**src/rtl/m_wb_initiator_pkg.sv**
```systemverilog
// Shared types for the Wishbone single-transfer initiator: FSM encoding and latency saturation helper.
// No logic of its own; imported by the top and by the counter.
package m_wb_initiator_pkg;

   typedef enum logic {
      S_IDLE = 1'b0,
      S_BUS  = 1'b1
   } state_t;

   localparam int LATW_DEF    = 8;
   localparam int TIMEOUT_DEF = 64;

   // Largest value an unsigned w-bit latency field can hold.
   function automatic int lat_max(input int w);
      return (1 << w) - 1;
   endfunction

   localparam int LAT_SAT_DEF = lat_max(LATW_DEF);

endpackage

```
**src/rtl/m_wb_initiator_cnt.sv**
```systemverilog
// Loadable saturating STB-cycle counter with an ==TIMEOUT flag; one-cycle update, no backpressure.
// M_WB_INITIATOR_LATCNT_EN exposes the count as latency; otherwise lat is 0 and the count only feeds the flag.
module m_wb_initiator_cnt
   import m_wb_initiator_pkg::*;
#(
   parameter int LATW    = LATW_DEF,
   parameter int TIMEOUT = TIMEOUT_DEF
) (
   input  logic            clk,
   input  logic            rst,
   input  logic            load,
   input  logic            inc,
   output logic [LATW-1:0] lat,
   output logic            at_timeout
);

   localparam logic [LATW-1:0] TMO = LATW'(TIMEOUT);

`ifdef M_WB_INITIATOR_LATCNT_EN
   localparam logic [LATW-1:0] CAP = LATW'(lat_max(LATW));
`else
   // Nothing past TIMEOUT is ever observed, so the count can stop there.
   localparam logic [LATW-1:0] CAP = TMO;
`endif

   logic [LATW-1:0] cnt;

   always_ff @(posedge clk) begin
      if (rst) begin
         cnt <= '0;
      end else if (load) begin
         cnt <= LATW'(1);
      end else if (inc && (cnt != CAP)) begin
         cnt <= cnt + LATW'(1);
      end
   end

   assign at_timeout = (cnt == TMO);

`ifdef M_WB_INITIATOR_LATCNT_EN
   assign lat = cnt;
`else
   assign lat = '0;
`endif

endmodule

```
**src/rtl/m_wb_initiator.sv**
```systemverilog
// Wishbone classic single-transfer initiator; STB held until ACK_I or TIMEOUT, response one edge later as a pulse.
// One command in flight, cmd_ready low during BUS; rsp has no backpressure. Latency field needs M_WB_INITIATOR_LATCNT_EN.
module m_wb_initiator
   import m_wb_initiator_pkg::*;
#(
   parameter int TIMEOUT = TIMEOUT_DEF,
   parameter int LATW    = LATW_DEF
) (
   input  logic            CLK_I,
   input  logic            RST_I,
   input  logic            cmd_valid,
   output logic            cmd_ready,
   input  logic            cmd_we,
   input  logic [31:0]     cmd_adr,
   input  logic [31:0]     cmd_dat,
   input  logic [3:0]      cmd_sel,
   output logic            rsp_valid,
   output logic [31:0]     rsp_dat,
   output logic            rsp_err,
   output logic [LATW-1:0] rsp_lat,
   output logic            CYC_O,
   output logic            STB_O,
   output logic            WE_O,
   output logic [31:0]     ADR_O,
   output logic [31:0]     DAT_O,
   output logic [3:0]      SEL_O,
   input  logic            ACK_I,
   input  logic [31:0]     DAT_I
);

   state_t state, state_nx;

   logic [LATW-1:0] cnt_lat;
   logic            at_timeout;
   logic            cnt_load;
   logic            cnt_inc;

   logic            cyc_nx;
   logic            stb_nx;
   logic            we_nx;
   logic [31:0]     adr_nx;
   logic [31:0]     dat_nx;
   logic [3:0]      sel_nx;
   logic            rsp_valid_nx;
   logic [31:0]     rsp_dat_nx;
   logic            rsp_err_nx;
   logic [LATW-1:0] rsp_lat_nx;

   // cmd_ready is a pure decode of the state flop, so it is registered too.
   assign cmd_ready = (state == S_IDLE);
   assign cnt_load  = (state == S_IDLE) && cmd_valid;
   assign cnt_inc   = (state == S_BUS);

   m_wb_initiator_cnt #(
      .LATW    (LATW),
      .TIMEOUT (TIMEOUT)
   ) u_cnt (
      .clk        (CLK_I),
      .rst        (RST_I),
      .load       (cnt_load),
      .inc        (cnt_inc),
      .lat        (cnt_lat),
      .at_timeout (at_timeout)
   );

   always_ff @(posedge CLK_I) begin
      if (RST_I) begin
         state <= S_IDLE;
      end else begin
         state <= state_nx;
      end
   end

   always_comb begin
      state_nx = state;
      case (state)
         S_IDLE:  if (cmd_valid) state_nx = S_BUS;
         S_BUS:   if (ACK_I || at_timeout) state_nx = S_IDLE;
         default: state_nx = S_IDLE;
      endcase
   end

   always_comb begin
      cyc_nx       = CYC_O;
      stb_nx       = STB_O;
      we_nx        = WE_O;
      adr_nx       = ADR_O;
      dat_nx       = DAT_O;
      sel_nx       = SEL_O;
      rsp_valid_nx = 1'b0;
      rsp_dat_nx   = rsp_dat;
      rsp_err_nx   = rsp_err;
      rsp_lat_nx   = rsp_lat;
      case (state)
         S_IDLE: begin
            if (cmd_valid) begin
               cyc_nx = 1'b1;
               stb_nx = 1'b1;
               we_nx  = cmd_we;
               adr_nx = cmd_adr;
               dat_nx = cmd_dat;
               sel_nx = cmd_sel;
            end
         end
         S_BUS: begin
            // ACK on the timeout edge still counts as a normal completion.
            if (ACK_I) begin
               cyc_nx       = 1'b0;
               stb_nx       = 1'b0;
               rsp_valid_nx = 1'b1;
               rsp_dat_nx   = WE_O ? 32'h0 : DAT_I;
               rsp_err_nx   = 1'b0;
               rsp_lat_nx   = cnt_lat;
            end else if (at_timeout) begin
               cyc_nx       = 1'b0;
               stb_nx       = 1'b0;
               rsp_valid_nx = 1'b1;
               rsp_dat_nx   = 32'h0;
               rsp_err_nx   = 1'b1;
               rsp_lat_nx   = cnt_lat;
            end
         end
         default: begin
            cyc_nx = 1'b0;
            stb_nx = 1'b0;
         end
      endcase
   end

   always_ff @(posedge CLK_I) begin
      if (RST_I) begin
         CYC_O     <= 1'b0;
         STB_O     <= 1'b0;
         WE_O      <= 1'b0;
         ADR_O     <= 32'h0;
         DAT_O     <= 32'h0;
         SEL_O     <= 4'h0;
         rsp_valid <= 1'b0;
         rsp_dat   <= 32'h0;
         rsp_err   <= 1'b0;
         rsp_lat   <= '0;
      end else begin
         CYC_O     <= cyc_nx;
         STB_O     <= stb_nx;
         WE_O      <= we_nx;
         ADR_O     <= adr_nx;
         DAT_O     <= dat_nx;
         SEL_O     <= sel_nx;
         rsp_valid <= rsp_valid_nx;
         rsp_dat   <= rsp_dat_nx;
         rsp_err   <= rsp_err_nx;
         rsp_lat   <= rsp_lat_nx;
      end
   end

endmodule

```
**config.mk**
```make
export PLATFORM = sky130hd
export DESIGN_NAME = m_wb_initiator
export DESIGN_NICKNAME = d
export VERILOG_FILES = /design/src/rtl/m_wb_initiator_pkg.sv /design/src/rtl/m_wb_initiator_cnt.sv /design/src/rtl/m_wb_initiator.sv
export SDC_FILE = /design/constraint.sdc
export NUM_CORES = 1
export LEC_CHECK = 0
export ABC_AREA = 1
export BUFFER_PORTS_ARGS = -buffer_cell sky130_fd_sc_hd__buf_2
export CORE_MARGIN = 8
export CORE_UTILIZATION = 40
export CTS_BUF_LIST = sky130_fd_sc_hd__clkbuf_8
export DETAILED_ROUTE_END_ITERATION = 7
export GPL_ROUTABILITY_DRIVEN = 0
export GPL_TIMING_DRIVEN = 1
export PLACE_DENSITY_LB_ADDON = 0.08
export SLEW_MARGIN = 10
export SYNTH_ARGS = -nofsm -noshare
export SYNTH_HDL_FRONTEND = slang
export SYNTH_SLANG_ARGS = --single-unit
```
**constraint.sdc**
```tcl
create_clock -name CLK_I -period 1.6 [get_ports CLK_I]
set_input_delay 0.16 -clock CLK_I [delete_from_list [all_inputs] [get_ports CLK_I]]
set_output_delay 0.16 -clock CLK_I [all_outputs]
set_load 0.02 [all_outputs]
```
== Word level (Yosys, flattened, before mapping) ==
Cells that the tools add are included.
Storage, ports and cells
  flip-flop bits (word level): 121
  output and inout bits: 114
  word-level logic and storage cells: 46
Operators by class
  $add $sub $neg: 1
  eq/ne operators: 4
  mux-type cells: 18
  bitwise gates (word level): 1
  reductions and logical operators: 10
Operators by type and width (number)
  two-way mux 32 bit: 3
  two-way mux 8 bit: 2
  two-way mux 1 bit: 11
  adder 8 x 1 -> 8 bit, second input constant: 1
  == test 8 x 7 -> 1 bit, second input constant: 1
  inequality test 8 x 7 -> 1 bit, second input constant: 1
  AND reduction 2 bit: 3
  one-hot mux 1 bit (2 select lines): 2
  nonzero test 2 bit: 2
  OR reduction 2 bit: 2
  inequality test 3 x 2 -> 1 bit, second input constant: 1
  logical AND 1 bit: 2
  inequality test 2 bit, second input constant: 1
  logical OR 1 bit: 1
  NOT 1 bit: 1

== Longest topological paths before layout ==
  depth after elaboration: 4
  depth in mapped cells: 10
  gate-level depth less buffers: 8

== Cells and area by module ==
A second synthesis with hierarchy kept.
Second synthesis, totals
  cells, all modules: 656
  area total of the unflattened synthesis: 4775.8 sq um
Modules (own cells, without submodules)
  m_wb_initiator: times used 1, cells each 561, area each 4191.5 sq um, seq. area each 2262.2 sq um
  m_wb_initiator_cnt: times used 1, cells each 95, area each 584.3 sq um, seq. area each 160.2 sq um

== Least setup slack after synthesis ==
OpenSTA, ideal clock, no wires.
  kind: register -> register
  from: register u_cnt.cnt[0]
  to: register rsp_err
  setup time: 0.112 ns
  data arrival time: 1.249 ns
  setup slack: 0.239 ns
  stages on the path, launching flop included: 11
  path buffers: 2
  clock period less this slack: 1.361 ns
  path through: dfxtp_1 > inv_1 > ha_1 > nand3_2 > nor2_2 > nand2_1 > nand2_2 > buf_6 > buf_12 > nor2_1 > nor2_2
On the way
  longest elaborated chain between the ends: 3
RTL lines
  start: declaration: RTL line m_wb_initiator_cnt.sv:26  | logic [LATW-1:0] cnt;
  start signal: assignment: RTL line m_wb_initiator_cnt.sv:34  | cnt <= cnt + LATW'(1);
  == test 8 x 7 -> 1 bit: RTL line m_wb_initiator_cnt.sv:38  | assign at_timeout = (cnt == TMO);
  nonzero test 2 bit (no line)
  AND reduction 2 bit (no line)
  end signal: assignment: RTL line m_wb_initiator.sv:151  | rsp_err <= rsp_err_nx;
  end: declaration: RTL line m_wb_initiator.sv:19  | output logic rsp_err,
No other way between the ends.
A chain may end at the register's enable or synchronous reset.

== Worst setup path after layout ==
  from: register u_cnt.cnt[0]
  to: register rsp_dat[25]
On the way
  longest elaborated chain between the ends: 3
RTL lines
  == test 8 x 7 -> 1 bit: RTL line m_wb_initiator_cnt.sv:38
  nonzero test 2 bit (no line)
  AND reduction 2 bit (no line)
  end signal: assignment: RTL line m_wb_initiator.sv:150  | rsp_dat <= rsp_dat_nx;
  end: declaration: RTL line m_wb_initiator.sv:18  | output logic [31:0] rsp_dat,
No other way between the ends.

==> flow_metrics.env <==
export IMPL_fin_crit_ns=1.49
export IMPL_dieArea_um2=14800
export IMPL_p_leak_nw=3.26
export IMPL_vdd_drop_max_v=0.000614
export IMPL_avgSynthCellArea_um2=7.37
export IMPL_maxSlewViolCount=0
export IMPL_drv_cap=0
export IMPL_drt_wirelength_per_cell_um=14.1
export IMPL_synth_distinct_cells=24
export IMPL_cp_start_kind="flip-flop"
export IMPL_regArea_um2=2260
export IMPL_clock_skew_ns=0.00870
export IMPL_n_antenna_cell=0
export IMPL_p_sw_mw=2.05
export IMPL_nNetsFinal=975
export IMPL_ys_seq_elements=113
export IMPL_grt_pass1_vias=4745
export IMPL_io_buffers=210
export IMPL_status="finished, final reports clean"
export IMPL_whs_path_depth=3
export IMPL_required_ns=1.91
export IMPL_cts_htree_levels=4
export IMPL_rows=38
export IMPL_grt_util_all_layers_pct=19.2
export IMPL_cts_sinks=113
export IMPL_placed_cell_area_um2=5590
export IMPL_final_hold_violation_count=0
export IMPL_end_kind="flip-flop"
export IMPL_wl_mm=14.4
export IMPL_clock_fmax_mhz=673
export IMPL_intPower_mw=5.40
export IMPL_netlist_area_um2=4460
export IMPL_pwr_share_comb_pct=18.1
export IMPL_grt_pass1_wl_mm=23.0
export IMPL_finalSetupViolCount=0
export IMPL_yosysSeqAreaShare_pct=50.7
export IMPL_clock_latency_ns=0.41
export IMPL_yosys_area_top_type="dfxtp_1"
export IMPL_path_cells="inv_1 -> ha_1 -> nand3_2 -> o21ai_2 -> buf_4 -> nand3_1 -> nand2_1 -> nor2_2"
export IMPL_slowest_stage="dfxtp_1"
export IMPL_syn_to_final_growth_pct=49.1
export IMPL_cts_root_buffer="clkbuf_8"
export IMPL_io_pins=219
export IMPL_seqPwrFrac_pct=42.0
export IMPL_crit_fanout=16
export IMPL_pwr_share_clk_pct=39.9
export IMPL_min_period_over_period_pct=92.8
export IMPL_synthCells=606
export IMPL_core_area_um2=10900
export IMPL_fin_tns_setup_ns=0
export IMPL_ant_nets=0
export IMPL_place_hpwl_mm=9.87
export IMPL_grt_antenna_before_repair=0
export IMPL_grt_max_degree=70
export IMPL_synth_top_area_share_pct=50.7
export IMPL_num_vias=4798
export IMPL_clk_pin_slew_ns=0.07
export IMPL_firstDrtPassIters=5
export IMPL_crit_path_max_incr_delay_ns=0.33
export IMPL_start_util_pct=41.0
export IMPL_worst_setup_path_type="reg2reg"
export IMPL_layout_common_cells="buf_2 (210), nor2_1 (193), dfxtp_1 (113)"
export IMPL_die_w_um=122
export IMPL_ys_warn_count=0
export IMPL_drive_gt1_share_pct=32.2
export IMPL_fp_dieH_um=122
export IMPL_r2r_cells=8
export IMPL_p_per_area_nw_per_um2=1120
export IMPL_clk_path_buf_depth=2
export IMPL_drc=0
export IMPL_fillCellCount=1009
export IMPL_hp_class="in2reg"
export IMPL_final_area_um2=6660
export IMPL_drtIter0Drc=223
export IMPL_synth_area_leaders="dfxtp_1 (51%), nor2_1 (16%), o21ai_0 (8.2%), nand2_1 (7.4%), nand3_1 (4.0%)"
export IMPL_rsz0062_at_grt="true"
export IMPL_swShare_pct=27.5
export IMPL_cts_buffers=17
export IMPL_cts_tree="done"
export IMPL_globalRouteOverflowTotal=0
export IMPL_viasPerCell=4.71
export IMPL_multi_input_area_um2=1920
export IMPL_power_mw=7.45
export IMPL_cp_arrival_ns=1.79
export IMPL_layout_commonest_cell="buf_2"
-- state kept, by name (all words and copies together), names as in the netlist, 4 cells and up --
register	flops
ADR_O	32
DAT_O	32
rsp_dat	32
u_cnt.cnt	8
SEL_O	4
-- worst paths after layout --
path,from,end,slack [ns]
max reg2reg,u_cnt.cnt[0],rsp_dat[25],0.11
min reg2reg,rsp_err,rsp_err,0.47
min,cmd_dat[17],DAT_O[17],0.03
max,u_cnt.cnt[0],rsp_dat[25],0.11
-- area by class of cell --
class                           count  area share [%]
Sequential cell                   113            34.0
Tap cell                          140            2.63
Inverter                           10           0.564
Clock buffer                       21            4.34
Clock inverter                      9            2.33
Timing Repair Buffer              284            27.2
Multi-Input combinational cell    442            28.9
-- layer usage --
metal,share of wire [%],GRT usage [%],vias up,wire (um)
met4,0.83,5.86,0,119
li1,-,-,2417,-
met3,9.1,8.28,8,1310
met5,0,0,-,0
met2,50,32.9,174,7220
met1,40,21.1,2199,5720
-- through the flow --
step / instances / util [%] / hold slack, ns / setup WS (ns)
after floorplan: 613 / - / 0.232 / 0.239
after detailed placement: 928 / 51.4 / 0.397 / 0.0670
after global placement: 928 / 51.4 / 0.388 / 0.143
after global routing: 1019 / 61.1 / 0.00426 / -0.0176
final: 1019 / 61.1 / 0.0269 / 0.115
after CTS: 1019 / 61.1 / 0.000678 / 0.0480
-- cells by family (layout without fill, tap and decap cells) --
kind of cell | Yosys count | in the layout | synth area share (%)
xor gates and xnor gates | 3 | 3 | 0.589
DFF | 113 | 113 | 50.7
buffers and inverters | 58 | 324 | 6.95
other | 1 | 8 | 0.0840
and+or+nand+nor | 348 | 348 | 32.0
adders and majority gates | 2 | 2 | 0.560
AOI/OAI and AO/OA | 81 | 81 | 9.16
-- worst max-delay path, delay by kind of cell (launching register included) --
family | cells | cell delay (ns)
and+or+nand+nor | 4 | 0.34
buffers and inverters | 2 | 0.34
DFF | 1 | 0.33
AOI/OAI and AO/OA | 1 | 0.19
adders and majority gates | 1 | 0.18
-- synthesized netlist by cell type, drive strengths merged --
cell type  number
buf            29
o21ai          75
nor2          216
inv            10
clkbuf         19
dfxtp         113
xor2            1
conb            1
xnor2           2
nand2          91
nand3          37
ha              2
a21oi           6
nand4           4
-- timing repair --
action                     CTS  global route
buffers inserted             0             0
setup endpoints to repair    0            12
resized for setup            0             2
hold endpoints to repair    61             0
hold buffers                61             0
-- power by group through the flow --
stage	Sequential, mW	Clock [mW]	Combinational, mW
4_1_cts	3.13	3.05	1.35
3_3_place_gp	3.18	0	1.22
5_1_grt	3.15	3.18	1.48
6_report	3.13	2.97	1.35
3_5_place_dp	3.18	0	1.24
2_1_floorplan	3.42	0	0.534
Power figures use the tool's default switching activity.
